<file path="src/rtl/us_timer_bank.sv">
// Microsecond timebase (exact 1 MHz tick, free-running counter with tear-free
// lo/hi read) plus a bank of one-shot/periodic down-counting timer channels.

module us_timer_chan #(
    parameter int DATA_W = 16
) (
    input  logic              clk,
    input  logic              rst,
    input  logic              tick,
    input  logic              load_wr,
    input  logic              ctrl_wr,
    input  logic [DATA_W-1:0] din,
    output logic [DATA_W-1:0] load,
    output logic [DATA_W-1:0] count,
    output logic              expire
);
    logic en, periodic;

    // A control write in a tick cycle wins, so that tick never expires the channel.
    assign expire = en && tick && !ctrl_wr && (count == '0);

    always_ff @(posedge clk) begin
        if (rst) begin
            load     <= '0;
            count    <= '0;
            en       <= 1'b0;
            periodic <= 1'b0;
        end else begin
            if (load_wr)
                load <= din;
            if (ctrl_wr) begin
                en       <= din[0];
                periodic <= din[1];
                if (din[0])
                    count <= load;
            end else if (en && tick) begin
                if (count != '0)
                    count <= count - DATA_W'(1);
                else if (periodic)
                    count <= load;
                else
                    en <= 1'b0;
            end
        end
    end
endmodule

module us_timer_bank #(
    parameter int CLK_MHZ  = 25,
    parameter int CNT_W    = 32,
    parameter int DATA_W   = 16,
    parameter int CHANNELS = 2,
    parameter int ADDR_W   = 4
) (
    input  logic              clk,
    input  logic              rst,
    input  logic              io_rd,
    input  logic              io_wr,
    input  logic [ADDR_W-1:0] io_addr,
    input  logic [DATA_W-1:0] io_din,
    output logic [DATA_W-1:0] io_dout,
    output logic              us_tick,
    output logic [CNT_W-1:0]  us_cnt,
    output logic              irq
);
    localparam int PS_W   = $clog2(CLK_MHZ);
    localparam int SNAP_W = CNT_W - DATA_W;

    logic [PS_W-1:0]                      prescaler;
    logic [SNAP_W-1:0]                    snapshot;
    logic [CHANNELS-1:0]                  status, irq_en, expire, clr;
    logic [CHANNELS-1:0]                  load_wr, ctrl_wr;
    logic [CHANNELS-1:0][DATA_W-1:0]      ch_load, ch_count;
    logic [DATA_W-1:0]                    rd_data;

    // us_cnt steps on the same edge that raises us_tick.
    always_ff @(posedge clk) begin
        if (rst) begin
            prescaler <= '0;
            us_tick   <= 1'b0;
            us_cnt    <= '0;
        end else if (prescaler == PS_W'(CLK_MHZ - 1)) begin
            prescaler <= '0;
            us_tick   <= 1'b1;
            us_cnt    <= us_cnt + CNT_W'(1);
        end else begin
            prescaler <= prescaler + PS_W'(1);
            us_tick   <= 1'b0;
        end
    end

    always_comb begin
        load_wr = '0;
        ctrl_wr = '0;
        for (int c = 0; c < CHANNELS; c++) begin
            load_wr[c] = io_wr && (io_addr == ADDR_W'(4 + 2 * c));
            ctrl_wr[c] = io_wr && (io_addr == ADDR_W'(5 + 2 * c));
        end
    end

    for (genvar c = 0; c < CHANNELS; c++) begin : g_chan
        us_timer_chan #(.DATA_W(DATA_W)) u_chan (
            .clk     (clk),
            .rst     (rst),
            .tick    (us_tick),
            .load_wr (load_wr[c]),
            .ctrl_wr (ctrl_wr[c]),
            .din     (io_din),
            .load    (ch_load[c]),
            .count   (ch_count[c]),
            .expire  (expire[c])
        );
    end

    assign clr = (io_wr && io_addr == ADDR_W'(2)) ? io_din[CHANNELS-1:0] : '0;

    // Set beats a simultaneous write-1-to-clear.
    always_ff @(posedge clk) begin
        if (rst) begin
            status <= '0;
            irq_en <= '0;
        end else begin
            status <= (status & ~clr) | expire;
            if (io_wr && io_addr == ADDR_W'(3))
                irq_en <= io_din[CHANNELS-1:0];
        end
    end

    assign irq = |(status & irq_en);

    always_comb begin
        rd_data = '0;
        case (io_addr)
            ADDR_W'(0): rd_data = us_cnt[DATA_W-1:0];
            ADDR_W'(1): rd_data[SNAP_W-1:0] = snapshot;
            ADDR_W'(2): rd_data[CHANNELS-1:0] = status;
            ADDR_W'(3): rd_data[CHANNELS-1:0] = irq_en;
            default: ;
        endcase
        for (int c = 0; c < CHANNELS; c++) begin
            if (io_addr == ADDR_W'(4 + 2 * c)) rd_data = ch_load[c];
            if (io_addr == ADDR_W'(5 + 2 * c)) rd_data = ch_count[c];
        end
    end

    // Reading the low half freezes the high half so a later US_HI read matches it.
    always_ff @(posedge clk) begin
        if (rst) begin
            io_dout  <= '0;
            snapshot <= '0;
        end else if (io_rd) begin
            io_dout <= rd_data;
            if (io_addr == ADDR_W'(0))
                snapshot <= us_cnt[CNT_W-1:DATA_W];
        end
    end
endmodule
</file>
<file path="config.mk">
export PLATFORM = sky130hd
export DESIGN_NAME = us_timer_bank
export DESIGN_NICKNAME = d
export VERILOG_FILES = /design/src/rtl/us_timer_bank.sv
export SDC_FILE = /design/constraint.sdc
export NUM_CORES = 1
export LEC_CHECK = 0
export BUFFER_PORTS_ARGS = -buffer_cell sky130_fd_sc_hd__buf_2
export CORE_MARGIN = 5
export CORE_UTILIZATION = 30
export CTS_BUF_LIST = sky130_fd_sc_hd__clkbuf_4
export CTS_CLUSTER_SIZE = 30
export DETAILED_ROUTE_END_ITERATION = 10
export SYNTH_ARGS = -nofsm -noshare
export SYNTH_HDL_FRONTEND = slang
export SYNTH_HIERARCHICAL = 1
export SYNTH_SLANG_ARGS = --single-unit
</file>
<file path="constraint.sdc">
create_clock -name clk -period 3.7 [get_ports clk]
set_input_delay 0.74 -clock clk [delete_from_list [all_inputs] [get_ports clk]]
set_output_delay 0.74 -clock clk [all_outputs]
set_load 0.01 [all_outputs]
</file>
==> Yosys cells after proc, flatten, opt, wreduce, memory -nomap -nowiden <==
Index checks and enable logic that the tools add are counted.
{ "totals": {"output_inout_bits": 50, "regBits": 142} }
{ "classes": {"reduce_logical": 30, "n_bitwise": 4, "add_sub_neg": 4, "n_eq_ne": 14, "muxes": 26} }
{ "op_table": {"columns": ["op", "n"], "rows": [
  ["16-bit 2-to-1 mux", 14],
  ["32-bit by 1-bit adder with 32-bit output (second input constant)", 1],
  ["16-bit zero test", 2],
  ["16-bit nonzero test", 2],
  ["16-bit by 1-bit subtractor with 16-bit output (second input constant)", 2],
  ["14-bit case mux with 2 select lines", 1],
  ["4-bit by 3-bit == test with 1-bit output (second input constant)", 4],
  ["1-bit logical AND", 12],
  ["3-bit AND reduction", 4],
  ["1-bit 2-to-1 mux", 9],
  ["4-bit by 2-bit == test with 1-bit output (second input constant)", 2],
  ["2-bit by 1-bit inequality test with 1-bit output (second input constant)", 4],
  ["2-bit case mux with 4 select lines", 1],
  ["3-bit nonzero test", 2],
  ["5-bit by 1-bit adder with 5-bit output (second input constant)", 1],
  ["5-bit == test (second input constant)", 1],
  ["2-bit AND", 2],
  ["4-bit by 1-bit == test with 1-bit output (second input constant)", 1],
  ["4-bit zero test", 1],
  ["2-bit inequality test (second input constant)", 2],
  ["2-bit nonzero test", 2],
  ["2-bit OR reduction", 2],
  ["1-bit zero test", 2],
  ["2-bit 2-to-1 mux", 1],
  ["other kinds (3)", 3]
]} }

==> Longest topological paths before layout <==
Gate-level depths: netlist of the first run.
{ "logic_depth": {"ltp_word": 6, "ltp_mapped": 12} }

==> Modules after synthesis <==
Netlist of the first run, hierarchy kept.
{ "modules_own_cells": {"columns": ["mod", "area_per_inst_um2", "seq_area_each_um2", "instances", "cells_per_inst"], "rows": [
  ["us_timer_bank", 3948.8, 1481.4, 1, 477],
  ["us_timer_chan", 1767.9, 680.7, 2, 205]
]} }

==> Worst setup path before layout of the first run <==
OpenSTA, ideal clock, no wires.
{ "synth_timing": {"kind": "input-to-reg", "startpoint": "in io_addr[0]", "endpoint": "reg g_chan[0].u_chan.count[7]", "arrival_ps": 2669, "setup_ps": 119, "cell_stages": 10, "path_buffers": 5, "required_ps": 3581, "setup_slack_ps": 913, "cell_sequence": "clkbuf_1 > clkbuf_1 > nor3b_1 > buf_2 > nand2_1 > and4b_2 > a21o_1 > buf_4 > buf_4 > o221a_2"} }
{ "synth_via": {"elab_chain_cells": 4, "elab_cells_between_ends": 7} }
{ "synth_rtl": {"columns": ["element", "line", "text"], "rows": [
  ["from (decl)", "59", "input logic [ADDR_W-1:0] io_addr,"],
  ["4-bit by 3-bit == test with 1-bit output (*)", "97", "ctrl_wr[c] = io_wr && (io_addr == ADDR_W'(5 + 2 * c));"],
  ["1-bit logical AND (*)", "97", null],
  ["via ctrl_wr[0]", "72", "logic [CHANNELS-1:0] load_wr, ctrl_wr;"],
  ["2-bit inequality test (no source line) (tied with other cells)", null, null],
  ["3-bit AND reduction (no source line)", null, null],
  ["to (signal assigned)", "35", "count <= load;"],
  ["to (signal assigned)", "38", "count <= count - DATA_W'(1);"],
  ["to (signal assigned)", "40", "count <= load;"],
  ["to (decl)", "14", "output logic [DATA_W-1:0] count,"]
]} }
Mark *: on every way through the listed nets, which the timed path passes. The rest lies on a longest branch.
A chain may end at the register's enable or synchronous reset.

==> Worst setup path after layout of the first run <==
{ "layout_timing": {"startpoint": "in io_addr[2]", "endpoint": "reg g_chan[1].u_chan.count[1]"} }
{ "layout_via": {"elab_chain_cells": 4, "elab_cells_between_ends": 7} }
{ "layout_rtl": {"columns": ["element", "line"], "rows": [
  ["4-bit by 3-bit == test with 1-bit output (*)", "97"],
  ["1-bit logical AND (*)", "97"],
  ["via ctrl_wr[1]", "72"],
  ["2-bit inequality test (no source line) (tied with other cells)", null],
  ["3-bit AND reduction (no source line)", null],
  ["to (signal assigned)", "35"],
  ["to (signal assigned)", "38"],
  ["to (signal assigned)", "40"],
  ["to (decl)", "14"]
]} }
Marks and branches as above.

==> results of run 1 <==
==> layer usage <==
| layer | vias up | GRT usage (%) | share of wire (%) |
|---|---|---|---|
| met1 | 3267 | 24.15 | 48 |
| met4 | 2 | 4.375 | 1.5 |
| met2 | 215 | 23.99 | 44 |
| met5 | - | 0 | 0.056 |
| li1 | 3292 | - | - |
| met3 | 22 | 4.009 | 6.4 |
==> cells in the final DEF (no fill, tap or decap), types with 5 or more instances in the layout <==
cell type	count
dfxtp_1	142
nor2_1	128
mux2i_1	90
a21oi_1	79
buf_2	72
inv_1	49
nand2_1	38
nand3_1	34
o32ai_1	24
o31ai_1	21
clkbuf_4	17
nand4_1	15
or4_1	14
o21ai_0	13
buf_4	12
nor4_1	10
o2bb2ai_1	10
nor2b_1	10
o221ai_1	8
or3_1	8
nor3_1	8
nand2b_1	7
and3_1	7
and4_1	7
and2_1	7
xor2_1	7
ha_1	7
inv_6	6
xnor2_1	5
==> state kept, by name, summed over array words and instances (netlist names) <==
register,count
g_chan.u_chan/count,32
prescaler,5
g_chan.u_chan/load,32
us_cnt,32
us_tick,1
g_chan.u_chan/en,2
irq_en,2
io_dout,16
status,2
g_chan.u_chan/periodic,2
snapshot,16
==> cell type report <==
class / instances / area [sq um]
fill: 2567 / 16050
multi-input combinational: 631 / 4198
sequential: 142 / 2843
timing repair buffer: 85 / 470.5
tap: 324 / 405.4
inverter: 49 / 183.9
clock inverter: 15 / 182.7
clock buffer: 17 / 127.6
antenna: 1 / 2.502
==> final timing paths <==
check,start,end
setup / recovery,io_addr[2],g_chan[1].u_chan/count[1]
hold / removal,io_din[13],g_chan[0].u_chan/load[13]
setup reg to reg,g_chan[1].u_chan/count[0],g_chan[1].u_chan/count[7]
hold reg to reg,prescaler[0],prescaler[0]
==> logic make-up after synthesis <==
logic type | count (synthesis)
compound gates | 183
xor+xnor | 12
fa+ha+maj | 7
buf+inv | 114
flops | 142
mux | 98
simple gates | 331
==> power breakdown <==
group | internal, mW | switching [mW] | total (mW)
Combinational | 0.0647 | 0.124 | 0.189
Clock | 0.481 | 0.653 | 1.13
Sequential | 1.55 | 0.0155 | 1.56
==> critical path: cells and delay by family <==
kind                   cells  cell delay, ns
AOI/OAI and AO/OA          2            0.52
buffers and inverters      2            0.37
and+or+nand+nor            5            1.64
==> metrics by stage <==
step                      cell area, sq um  hold WS [ns]  worst slack (ns)  power (mW)  utilization [%]
after floorplan                       7485        0.4300            0.9125       1.710                -
after global placement                8100        0.4464            0.4729       1.782            33.11
after detailed placement              8100        0.4564            0.4325       1.784            33.11
after CTS                             8411        0.3808             1.044       2.904            34.38
after global routing                  8413        0.3812            0.7377       3.007            34.39
final                                 8413        0.4251            0.9192       2.886            34.39
==> results.ini, run 1 <==
[grt]
antenna_found_initial=2
grt_pass1_vias=6290
grt_max_degree=69
track_usage_pct=16.44
grt_pass1_wl_um=37090
gr-total-overflow=0

[routing]
drcViolationCount=0
drt_iter0_drc=629
viasPerCell=5.378
vias=6798
post_drt_wl_per_cell_um=18.41
drt_pre_antenna_iters=5
routed_wl_um=23270
ant_nets=0

[setup_path]
cpPeakStageDelay_ns=0.42
cp-start-kind=input pin
path_common_cell=nand2_1
crit_slowest_cell=and4b_1
ff2ff_setup_slack_ns=1.36
ff2ff_path_depth=7
critPathRequiredTime_ns=4.18
critPathMaxFanout=29
crit_arrival_ns=3.27
crit_path_cell_trace=buf_2, buf_4, and4b_1, and2_1, nand2_1, and4b_2, a21oi_1, nand2_1, o21ai_0
path_class=input pin to flip-flop
cp-end-kind=flip-flop

[clocking]
clk_path_buf_depth=2
cts_sinks=142
holdBufCountCts=0
ctsResizeCount=0
cts_buffers=17
cts-root-buf=clkbuf_4
path_clk_slew_ns=0.14
cts_tree=yes
h-tree-depth=4
postCtsSetupBuffers=0
clk_latency_ns=0.58

[sta]
worstMarginPinSlew_ns=1.202
rsz0062_at_grt=no
skew_ns=0.03588
maxSlewViolCount=0
maxSlewHeadroom_pct=19.79
final-setup-viol-count=0
finalCritPeriodShare_pct=75.16
max_freq_mhz=359.6
setup_tns_ns=0
period_needed_ns=2.781
final_hold_viol_count=0

[power]
peakVddDrop_mv=0.1600
power.leakage_nw=3.196
pwr_density_cell_nw_per_um2=343.0

[job]
cap_violations=0

[die]
initial_core_util_pct=30.60
dieHeight_um=168.0
ios=74
die-area_sq_um=28210
rows=57
coreArea_sq_um=24460
fp.dieW_um=168.0

[synth]
synthAdderAreaFrac_pct=1.170
syn_nets=918
synth_top_family_by_area=simple AND/OR/NAND/NOR gates
synth.area.mux_share_pct=13.54
synthMostInstantiatedCell=dfxtp_1
synth-seq-cells=142
synth_top_area_share_pct=37.98
synthArstFlopShare_pct=0
synth.avg_cell_area_sq_um=8.438
yosysTopAreaCell=dfxtp_1
yosys_warnings=6
synth_compound_area_share_pct=16.15
syn_inst=887
synth_xor_area_share_pct=1.404
synth_edf_count=0
synth-simple-area-share_pct=23.62
yosysSeqAreaShare_pct=37.98
ys_types=61
synthTopCellsByArea=dfxtp_1 (38%), mux2i_1 (12%), nor2_1 (6.5%), a21oi_1 (5.4%), o32ai_1 (2.8%)
synth_commonest_cells=dfxtp_1 (142), nor2_1 (129), mux2i_1 (90), a21oi_1 (81), inv_1 (49)
synth_area_sq_um=7485
synth_flop_cell=dfxtp_1

[place]
place_inst=1231
portBuffers=73
gp_congestion=0.8785
place_hpwl_um=17080

[hold_path]
hp-class=input pin to flip-flop
hold_depth=3

[final_layout]
layout.cells.non_filler=1264
drive_gt1_share_pct=15.87
fin_nets=957
syn2layout_area_growth_pct=12.40

[status]
status=completed

(Power assumes the default switching activity.)
==> inputs of run 2 (changes only) <==
--- a/config.mk
+++ b/config.mk
@@ -5,6 +5,7 @@
 export SDC_FILE = /design/constraint.sdc
 export NUM_CORES = 1
 export LEC_CHECK = 0
+export ABC_AREA = 1
 export BUFFER_PORTS_ARGS = -buffer_cell sky130_fd_sc_hd__buf_2
 export CORE_MARGIN = 5
 export CORE_UTILIZATION = 30
==> constraint.sdc (replaced) <==
create_clock -name clk -period 2.8 [get_ports clk]
set_input_delay 0.56 -clock clk [delete_from_list [all_inputs] [get_ports clk]]
set_output_delay 0.56 -clock clk [all_outputs]
set_load 0.01 [all_outputs]
==> run 2 against run 1 <==
- setup slack got worse by 0.11 ns
- area after synthesis rose by 12%
- non-clock buffer count rose by 3
- clock skew fell by 0.014 ns
- total power rose by 30%
- critical path depth rose by 1
- sequential share of layout area fell by 3.3 points
- global-route usage rose by 0.75 points
- sequential power rose by 32%
- via count rose by 24%
- die area rose by 11%
==> results.ini, run 2 <==
[status]
status=completed  ; unchanged

[synth]
synth_edf_count=0  ; unchanged
synthMostInstantiatedCell=nand2_1  ; was dfxtp_1
synth_area_sq_um=8351  ; was 7485 sq um
syn_inst=1293  ; was 887
ys_types=42  ; was 61
synthArstFlopShare_pct=0  ; unchanged
syn_nets=1324  ; was 918
synth_top_area_share_pct=34.04  ; was 37.98%
yosysSeqAreaShare_pct=34.04  ; was 37.98%
yosysTopAreaCell=dfxtp_1  ; unchanged
synth_flop_cell=dfxtp_1  ; unchanged
synth_commonest_cells=nand2_1 (339), nor2_1 (160), dfxtp_1 (142), inv_1 (140), a21oi_1 (122)  ; was dfxtp_1 (142), nor2_1 (129), mux2i_1 (90), a21oi_1 (81), inv_1 (49)
synth-seq-cells=142  ; unchanged
yosys_warnings=6  ; unchanged
synth.avg_cell_area_sq_um=6.458  ; was 8.438 sq um
synthTopCellsByArea=dfxtp_1 (34%), nand2_1 (15%), a21oi_1 (7.3%), nor2_1 (7.2%), inv_1 (6.3%)  ; was dfxtp_1 (38%), mux2i_1 (12%), nor2_1 (6.5%), a21oi_1 (5.4%), o32ai_1 (2.8%)

[routing]
ant_nets=0  ; unchanged
vias=8428  ; was 6798
drt_iter0_drc=745  ; was 629
routed_wl_um=26880  ; was 23270 um
drcViolationCount=0  ; unchanged
drt_pre_antenna_iters=6  ; was 5
viasPerCell=4.835  ; was 5.378
post_drt_wl_per_cell_um=15.42  ; was 18.41 um

[setup_path]
crit_arrival_ns=2.49  ; was 3.27 ns
ff2ff_path_depth=10  ; was 7
ff2ff_setup_slack_ns=0.97  ; was 1.36 ns
cp-end-kind=flip-flop  ; unchanged
cp-start-kind=input pin  ; unchanged
r2r_start=g_chan[0].u_chan/count[0]  ; was g_chan[1].u_chan/count[0]
path_class=input pin to flip-flop  ; unchanged
critPathMaxFanout=21  ; was 29
rr_endpoint=g_chan[0].u_chan/count[10]  ; was g_chan[1].u_chan/count[7]
critPathRequiredTime_ns=3.30  ; was 4.18 ns

[final_layout]
final_cell_mix=nand2_1 (339), nor2_1 (160), dfxtp_1 (142)  ; was dfxtp_1 (142), nor2_1 (128), mux2i_1 (90)
fin_nets=1383  ; was 957
layout_commonest_cell=nand2_1  ; was dfxtp_1
reg.largest.list=g_chan.u_chan/count: 32 flops, g_chan.u_chan/load: 32 flops, us_cnt: 32 flops  ; unchanged
seq_area_sq_um=2843  ; unchanged
nFillCells=3099  ; was 2567
multi_input_area_sq_um=4629  ; was 4198 sq um
syn2layout_area_growth_pct=11.55  ; was 12.40%
drive_gt1_share_pct=14.36  ; was 15.87%
diodes=0  ; was 1

[grt]
gr-total-overflow=0  ; unchanged
antenna_found_initial=0  ; was 2
grt_pass1_wl_um=42780  ; was 37090 um
grt_pass1_vias=7825  ; was 6290
track_usage_pct=17.19  ; was 16.44%
grt_max_degree=33  ; was 69

[clocking]
clk_path_buf_depth=2  ; unchanged
cts_sinks=142  ; unchanged
postCtsSetupBuffers=0  ; unchanged
ctsResizeCount=0  ; unchanged
cts_buffers=17  ; unchanged
path_clk_slew_ns=0.13  ; was 0.14 ns
h-tree-depth=4  ; unchanged
clk_latency_ns=0.58  ; about the same
cts_tree=yes  ; unchanged
cts-root-buf=clkbuf_4  ; unchanged
holdBufCountCts=0  ; unchanged

[power]
pwr_density_cell_nw_per_um2=402.3  ; was 343.0 nW/um^2
power.leakage_nw=3.988  ; was 3.196 nW
net-switching-power_mw=1.004  ; was 793.1 uW
pwr-share-comb_pct=6.6  ; about the same
pwr-share-seq_pct=55.0  ; was 54.1%
sw_frac_of_total_pct=26.78  ; was 27.48%
p_int_mw=2.744  ; was 2.093 mW
peakVddDrop_mv=0.2242  ; was 0.1600 mV
pwr-share-clk_pct=38.4  ; was 39.3%

[sta]
final_hold_viol_count=0  ; unchanged
maxSlewHeadroom_pct=47.96  ; was 19.79%
maxSlewViolCount=0  ; unchanged
worstMarginPinSlew_ns=0.7797  ; was 1.202 ns
rsz0062_at_grt=no  ; unchanged
finalCritPeriodShare_pct=71.20
period_needed_ns=1.994
final-setup-viol-count=0  ; unchanged
max_freq_mhz=501.6
skew_ns=0.02208  ; was 0.03588 ns
setup_tns_ns=0  ; unchanged
finalWorstSetupSlack_ns=0.8065  ; was 0.9192 ns

[die]
ios=74  ; unchanged
coreArea_sq_um=27630  ; was 24460 sq um
dieHeight_um=176.8  ; was 168.0 um
fp.dieW_um=176.8  ; was 168.0 um
rows=61  ; was 57
die-area_sq_um=31270  ; was 28210 sq um
initial_core_util_pct=30.22  ; was 30.60%

[hold_path]
min_from=io_din[11]  ; was io_din[13]
hp-class=input pin to flip-flop  ; unchanged
hold_depth=3  ; unchanged
hold_path_end=g_chan[1].u_chan/load[11]  ; was g_chan[0].u_chan/load[13]

[place]
gp_congestion=0.9135  ; was 0.8785
place_hpwl_um=20790  ; was 17080 um
portBuffers=73  ; unchanged
post-place-ws_ns=0.2622  ; was 0.4325 ns

[job]
cap_violations=0  ; unchanged

[run 2: cell count changes after synthesis, moves of 17 or more]
cell,before,now
nand2_1,38,339
inv_1,49,140
mux2i_1,90,0
nand3_1,34,90
o21ai_0,13,68
a21oi_1,81,122
o21ai_1,0,33
nor2_1,129,160
o32ai_1,24,0
o31ai_1,21,0
clkbuf_1,44,27
[run 2: worst max path at each step]
stage,start,to,slack (ns),cells past startpoint
final,io_addr[0],g_chan[0].u_chan/count[10],0.81,10
after global routing,io_addr[0],g_chan[0].u_chan/count[10],0.66,10
after CTS,io_addr[0],g_chan[0].u_chan/count[12],0.87,10
after detailed placement,io_addr[0],g_chan[0].u_chan/count[0],0.26,10
after global placement,io_addr[0],g_chan[0].u_chan/count[0],0.28,10
after floorplan,io_addr[1],g_chan[1].u_chan/count[12],0.59,14
[run 2: final cells by class]
type | count | area share [%]
Sequential cell | 142 | 30.52
Tap cell | 378 | 5.077
Multi-Input combinational cell | 948 | 49.70
Timing Repair Buffer | 88 | 5.131
Inverter | 155 | 6.326
Clock buffer | 18 | 1.451
Clock inverter | 14 | 1.800
[run 2: power by group through the flow]
stage	Clock (mW)	Combinational (mW)	Sequential, mW
detailed placement	0	0.247	2.11
global placement	0	0.246	2.11
CTS	1.47	0.248	2.06
floorplan	0	0.162	2.10
global route	1.56	0.277	2.07
finish	1.44	0.248	2.06
[run 2: through the flow]
| stage | instances | hold slack [ns] | power, mW | area [sq um] | utilization [%] |
|---|---|---|---|---|---|
| after floorplan | 1293 | 0.4244 | 2.266 | 8351 | - |
| after global placement | 1711 | 0.4347 | 2.352 | 9012 | 32.62 |
| after detailed placement | 1711 | 0.4386 | 2.353 | 9012 | 32.62 |
| after CTS | 1743 | 0.2310 | 3.783 | 9315 | 33.72 |
| after global routing | 1743 | 0.2535 | 3.904 | 9315 | 33.72 |
| final | 1743 | 0.2737 | 3.748 | 9315 | 33.72 |
[run 2: routing by layer]
metal	vias up	track usage, %	wire length (um)
met1	3899	23.23	12330
met3	29	2.692	1476
li1	4266	-	-
met2	234	28.44	12480
met4	0	5.061	603
met5	-	0	0
[run 2: critical path: stages]
cell and delay [ns]:
buf_2 0.22, inv_4 0.09, nor4_1 0.58, inv_1 0.13
buf_4 0.22, nand2_4 0.23, inv_2 0.14, nand2_1 0.11
nand3_1 0.07, a21oi_1 0.13
[run 2: cell families (layout without fill, tap and decap cells)]
family | after synthesis | count (layout) | synth area share (%)
simple gates | 684 | 684 | 37.52
compound gates | 245 | 245 | 15.61
buf+inv | 203 | 275 | 10.52
flops | 142 | 142 | 34.04
xor+xnor | 12 | 12 | 1.259
fa+ha+maj | 7 | 7 | 1.049
==> inputs of run 3 (changes only) <==
--- a/config.mk
+++ b/config.mk
@@ -5,7 +5,7 @@
 export SDC_FILE = /design/constraint.sdc
 export NUM_CORES = 1
 export LEC_CHECK = 0
-export ABC_AREA = 1
+export ABC_AREA = 0
 export BUFFER_PORTS_ARGS = -buffer_cell sky130_fd_sc_hd__buf_2
 export CORE_MARGIN = 5
 export CORE_UTILIZATION = 30
==> constraint.sdc (replaced) <==
create_clock -name clk -period 1.8 [get_ports clk]
set_input_delay 0.36 -clock clk [delete_from_list [all_inputs] [get_ports clk]]
set_output_delay 0.36 -clock clk [all_outputs]
set_load 0.01 [all_outputs]
==> run 3 against run 2 <==
- the run now ends with setup timing left
- clock power grew 58%
- combinational power grew 94%
- clock skew grew 0.0082 ns
- global-route usage grew 0.83 points
- sequential cell count is the same
- setup slack lost 0.91 ns
- via count shrank 9.9%
- critical path type is now flip-flop to flip-flop
- largest cell class unchanged
- highest routed layer unchanged
==> results.ini, run 3 (same netlist as run 1, synthesis figures left out) <==
[status]
violations=setup timing
status=finished, violations left  ; was completed

[routing]
viasPerCell=5.244  ; was 4.835
ant_nets=0  ; unchanged
routed_wl_um=26190  ; was 26880 um
vias=7593  ; was 8428
drt_pre_antenna_iters=6  ; unchanged
drcViolationCount=0  ; unchanged
drt_iter0_drc=684  ; was 745
post_drt_wl_per_cell_um=18.08  ; was 15.42 um

[job]
cap_violations=0  ; unchanged

[power]
pwr-share-seq_pct=53.7  ; was 55.0%
peakVddDrop_mv=0.5059  ; was 0.2242 mV
pwr-share-clk_pct=38.2  ; was 38.4%
sw_frac_of_total_pct=27.05  ; was 26.78%
pwr_density_cell_nw_per_um2=568.6  ; was 402.3 nW/um^2
p_int_mw=4.352  ; was 2.744 mW
pwr-share-comb_pct=8.1  ; was 6.6%
net-switching-power_mw=1.614  ; was 1.004 mW
power.leakage_nw=4.307  ; was 3.988 nW

[sta]
rsz0062_at_grt=yes  ; was no
skew_ns=0.03025  ; was 0.02208 ns
final_hold_viol_count=0  ; unchanged
maxSlewHeadroom_pct=72.61  ; was 47.96%
final-setup-viol-count=18  ; was 0
period_needed_ns=1.904
maxSlewViolCount=0  ; unchanged
fin_hold_ws_ns=0.04912  ; was 0.2737 ns
finalCritPeriodShare_pct=105.8
setup_tns_ns=-1.057  ; was 0 ns
max_freq_mhz=525.2
finalWorstSetupSlack_ns=-0.1041  ; was 0.8065 ns
worstMarginPinSlew_ns=0.4108  ; was 0.7797 ns

[clocking]
clk_latency_ns=0.56  ; was 0.58 ns
h-tree-depth=4  ; unchanged
cts_tree=yes  ; unchanged
cts-root-buf=clkbuf_4  ; unchanged
path_clk_slew_ns=0.15  ; was 0.13 ns
clk_path_buf_depth=2  ; unchanged
cts_sinks=142  ; unchanged
cts_buffers=17  ; unchanged

[place]
place_hpwl_um=19060  ; was 20790 um
portBuffers=73  ; unchanged
gp_congestion=0.9100  ; was 0.9135
dpl_cell_area_sq_um=9480  ; was 9012 sq um

[setup_path]
ff2ff_setup_slack_ns=-0.10  ; was 0.97 ns
ff2ff_path_depth=5  ; was 10
path_class=flip-flop to flip-flop  ; was input pin to flip-flop
rr_endpoint=us_cnt[31]  ; was g_chan[0].u_chan/count[10]
critPathRequiredTime_ns=2.25  ; was 3.30 ns
crit_arrival_ns=2.35  ; was 2.49 ns
cp-start-kind=flip-flop  ; was input pin
cp-end-kind=flip-flop  ; unchanged
r2r_start=us_cnt[0]  ; was g_chan[0].u_chan/count[0]
critPathMaxFanout=9  ; was 21

[final_layout]
reg.largest.list=g_chan.u_chan/count: 32 flops, g_chan.u_chan/load: 32 flops, us_cnt: 32 flops  ; unchanged
syn2layout_area_growth_pct=40.19  ; was 11.55%
drive_gt1_share_pct=36.54  ; was 14.36%
fin_area_sq_um=10490  ; was 9315 sq um
final_cell_mix=buf_4 (161), dfxtp_1 (127), nor2_1 (126)  ; was nand2_1 (339), nor2_1 (160), dfxtp_1 (142)
layout_commonest_cell=buf_4  ; was nand2_1
fin_nets=1140  ; was 1383

[hold_path]
hold_path_end=g_chan[1].u_chan/load[8]  ; was g_chan[1].u_chan/load[11]
hp-class=input pin to flip-flop  ; unchanged
min_from=io_din[8]  ; was io_din[11]
hold_depth=3  ; unchanged

[grt]
gr-total-overflow=0  ; unchanged
track_usage_pct=18.03  ; was 17.19%
grt_max_degree=31  ; was 33
grt_pass1_vias=7292  ; was 7825
grt_pass1_wl_um=40480  ; was 42780 um
antenna_found_initial=1  ; was 0

[die]
initial_core_util_pct=30.60  ; was 30.22%
ios=74  ; unchanged
die-area_sq_um=28210  ; was 31270 sq um
fp.dieW_um=168.0  ; was 176.8 um
coreArea_sq_um=24460  ; was 27630 sq um
rows=57  ; was 61
dieHeight_um=168.0  ; was 176.8 um

[run 3: cell types whose count changed in the layout (fill, tap and decap cells not counted), moves of 31 or more]
cell     previous run  this run
nand2_1           339        33
nor2_1            160       126
a21oi_1           122        65
nand3_1            90        32
inv_1             140        43
o21ai_0            68        11
mux2i_1             0        87
o21ai_1            33         2
buf_4              15       161
[run 3: repair_timing]
| item | CTS | global route |
|---|---|---|
| gates resized for setup | 46 | 43 |
| hold buffers | 6 | 0 |
| cloned | 1 | 4 |
| endpoints found under the hold margin | 8 | 0 |
| buffers inserted | 20 | 6 |
| pin swaps | 19 | 30 |
| endpoints found under the setup margin | 50 | 45 |
[run 3: per-layer routing]
layer | wire (um) | GRT usage, %
met5 | 0 | 0
met3 | 1467 | 3.400
met2 | 12180 | 29.42
met4 | 545 | 5.011
met1 | 11990 | 24.44
[run 3: layout make-up]
cell class	count	area (sq um)
fill	2399	13970
multi-input combinational	631	4631
sequential	142	2869
timing repair buffer	268	2087
tap	324	405.4
clock inverter	15	183.9
inverter	49	183.9
clock buffer	17	127.6
antenna	2	5.005
[run 3: power groups by stage]
| stage | Sequential [mW] | Combinational, mW | Clock (mW) |
|---|---|---|---|
| 6_report | 3.20 | 0.480 | 2.28 |
| 5_1_grt | 3.21 | 0.520 | 2.51 |
| 4_1_cts | 3.20 | 0.475 | 2.36 |
| 3_5_place_dp | 3.27 | 0.458 | 0 |
| 3_3_place_gp | 3.27 | 0.453 | 0 |
| 2_1_floorplan | 3.27 | 0.253 | 0 |
[run 3: worst max-delay path by stage]
| stage | end | start | slack (ns) |
|---|---|---|---|
| finish | us_cnt[31] | us_cnt[0] | -0.10 |
| global route | us_cnt[31] | us_cnt[0] | -0.15 |
| CTS | us_cnt[23] | prescaler[0] | -0.21 |
| detailed placement | g_chan[0].u_chan/count[11] | io_addr[2] | -0.36 |
| global placement | g_chan[0].u_chan/count[14] | io_addr[2] | -0.30 |
| floorplan | g_chan[0].u_chan/count[7] | io_addr[2] | -0.21 |
[run 3: per-stage QoR]
| step | worst slack, ns | cells | util [%] | power [mW] |
|---|---|---|---|---|
| after floorplan | -0.2145 | 887 | - | 3.527 |
| after global placement | -0.3030 | 1382 | 38.76 | 3.726 |
| after detailed placement | -0.3577 | 1382 | 38.76 | 3.733 |
| after CTS | -0.2121 | 1440 | 41.74 | 6.036 |
| after global routing | -0.1533 | 1448 | 42.89 | 6.241 |
| final | -0.1041 | 1448 | 42.89 | 5.966 |
[run 3: worst max-delay path, stage by stage, from the launching register on]
cell,delay [ns]
dfxtp_4,0.39
buf_4,0.14
nand4_1,0.08
or4_1,0.66
nor3_2,0.18
mux2_1,0.34
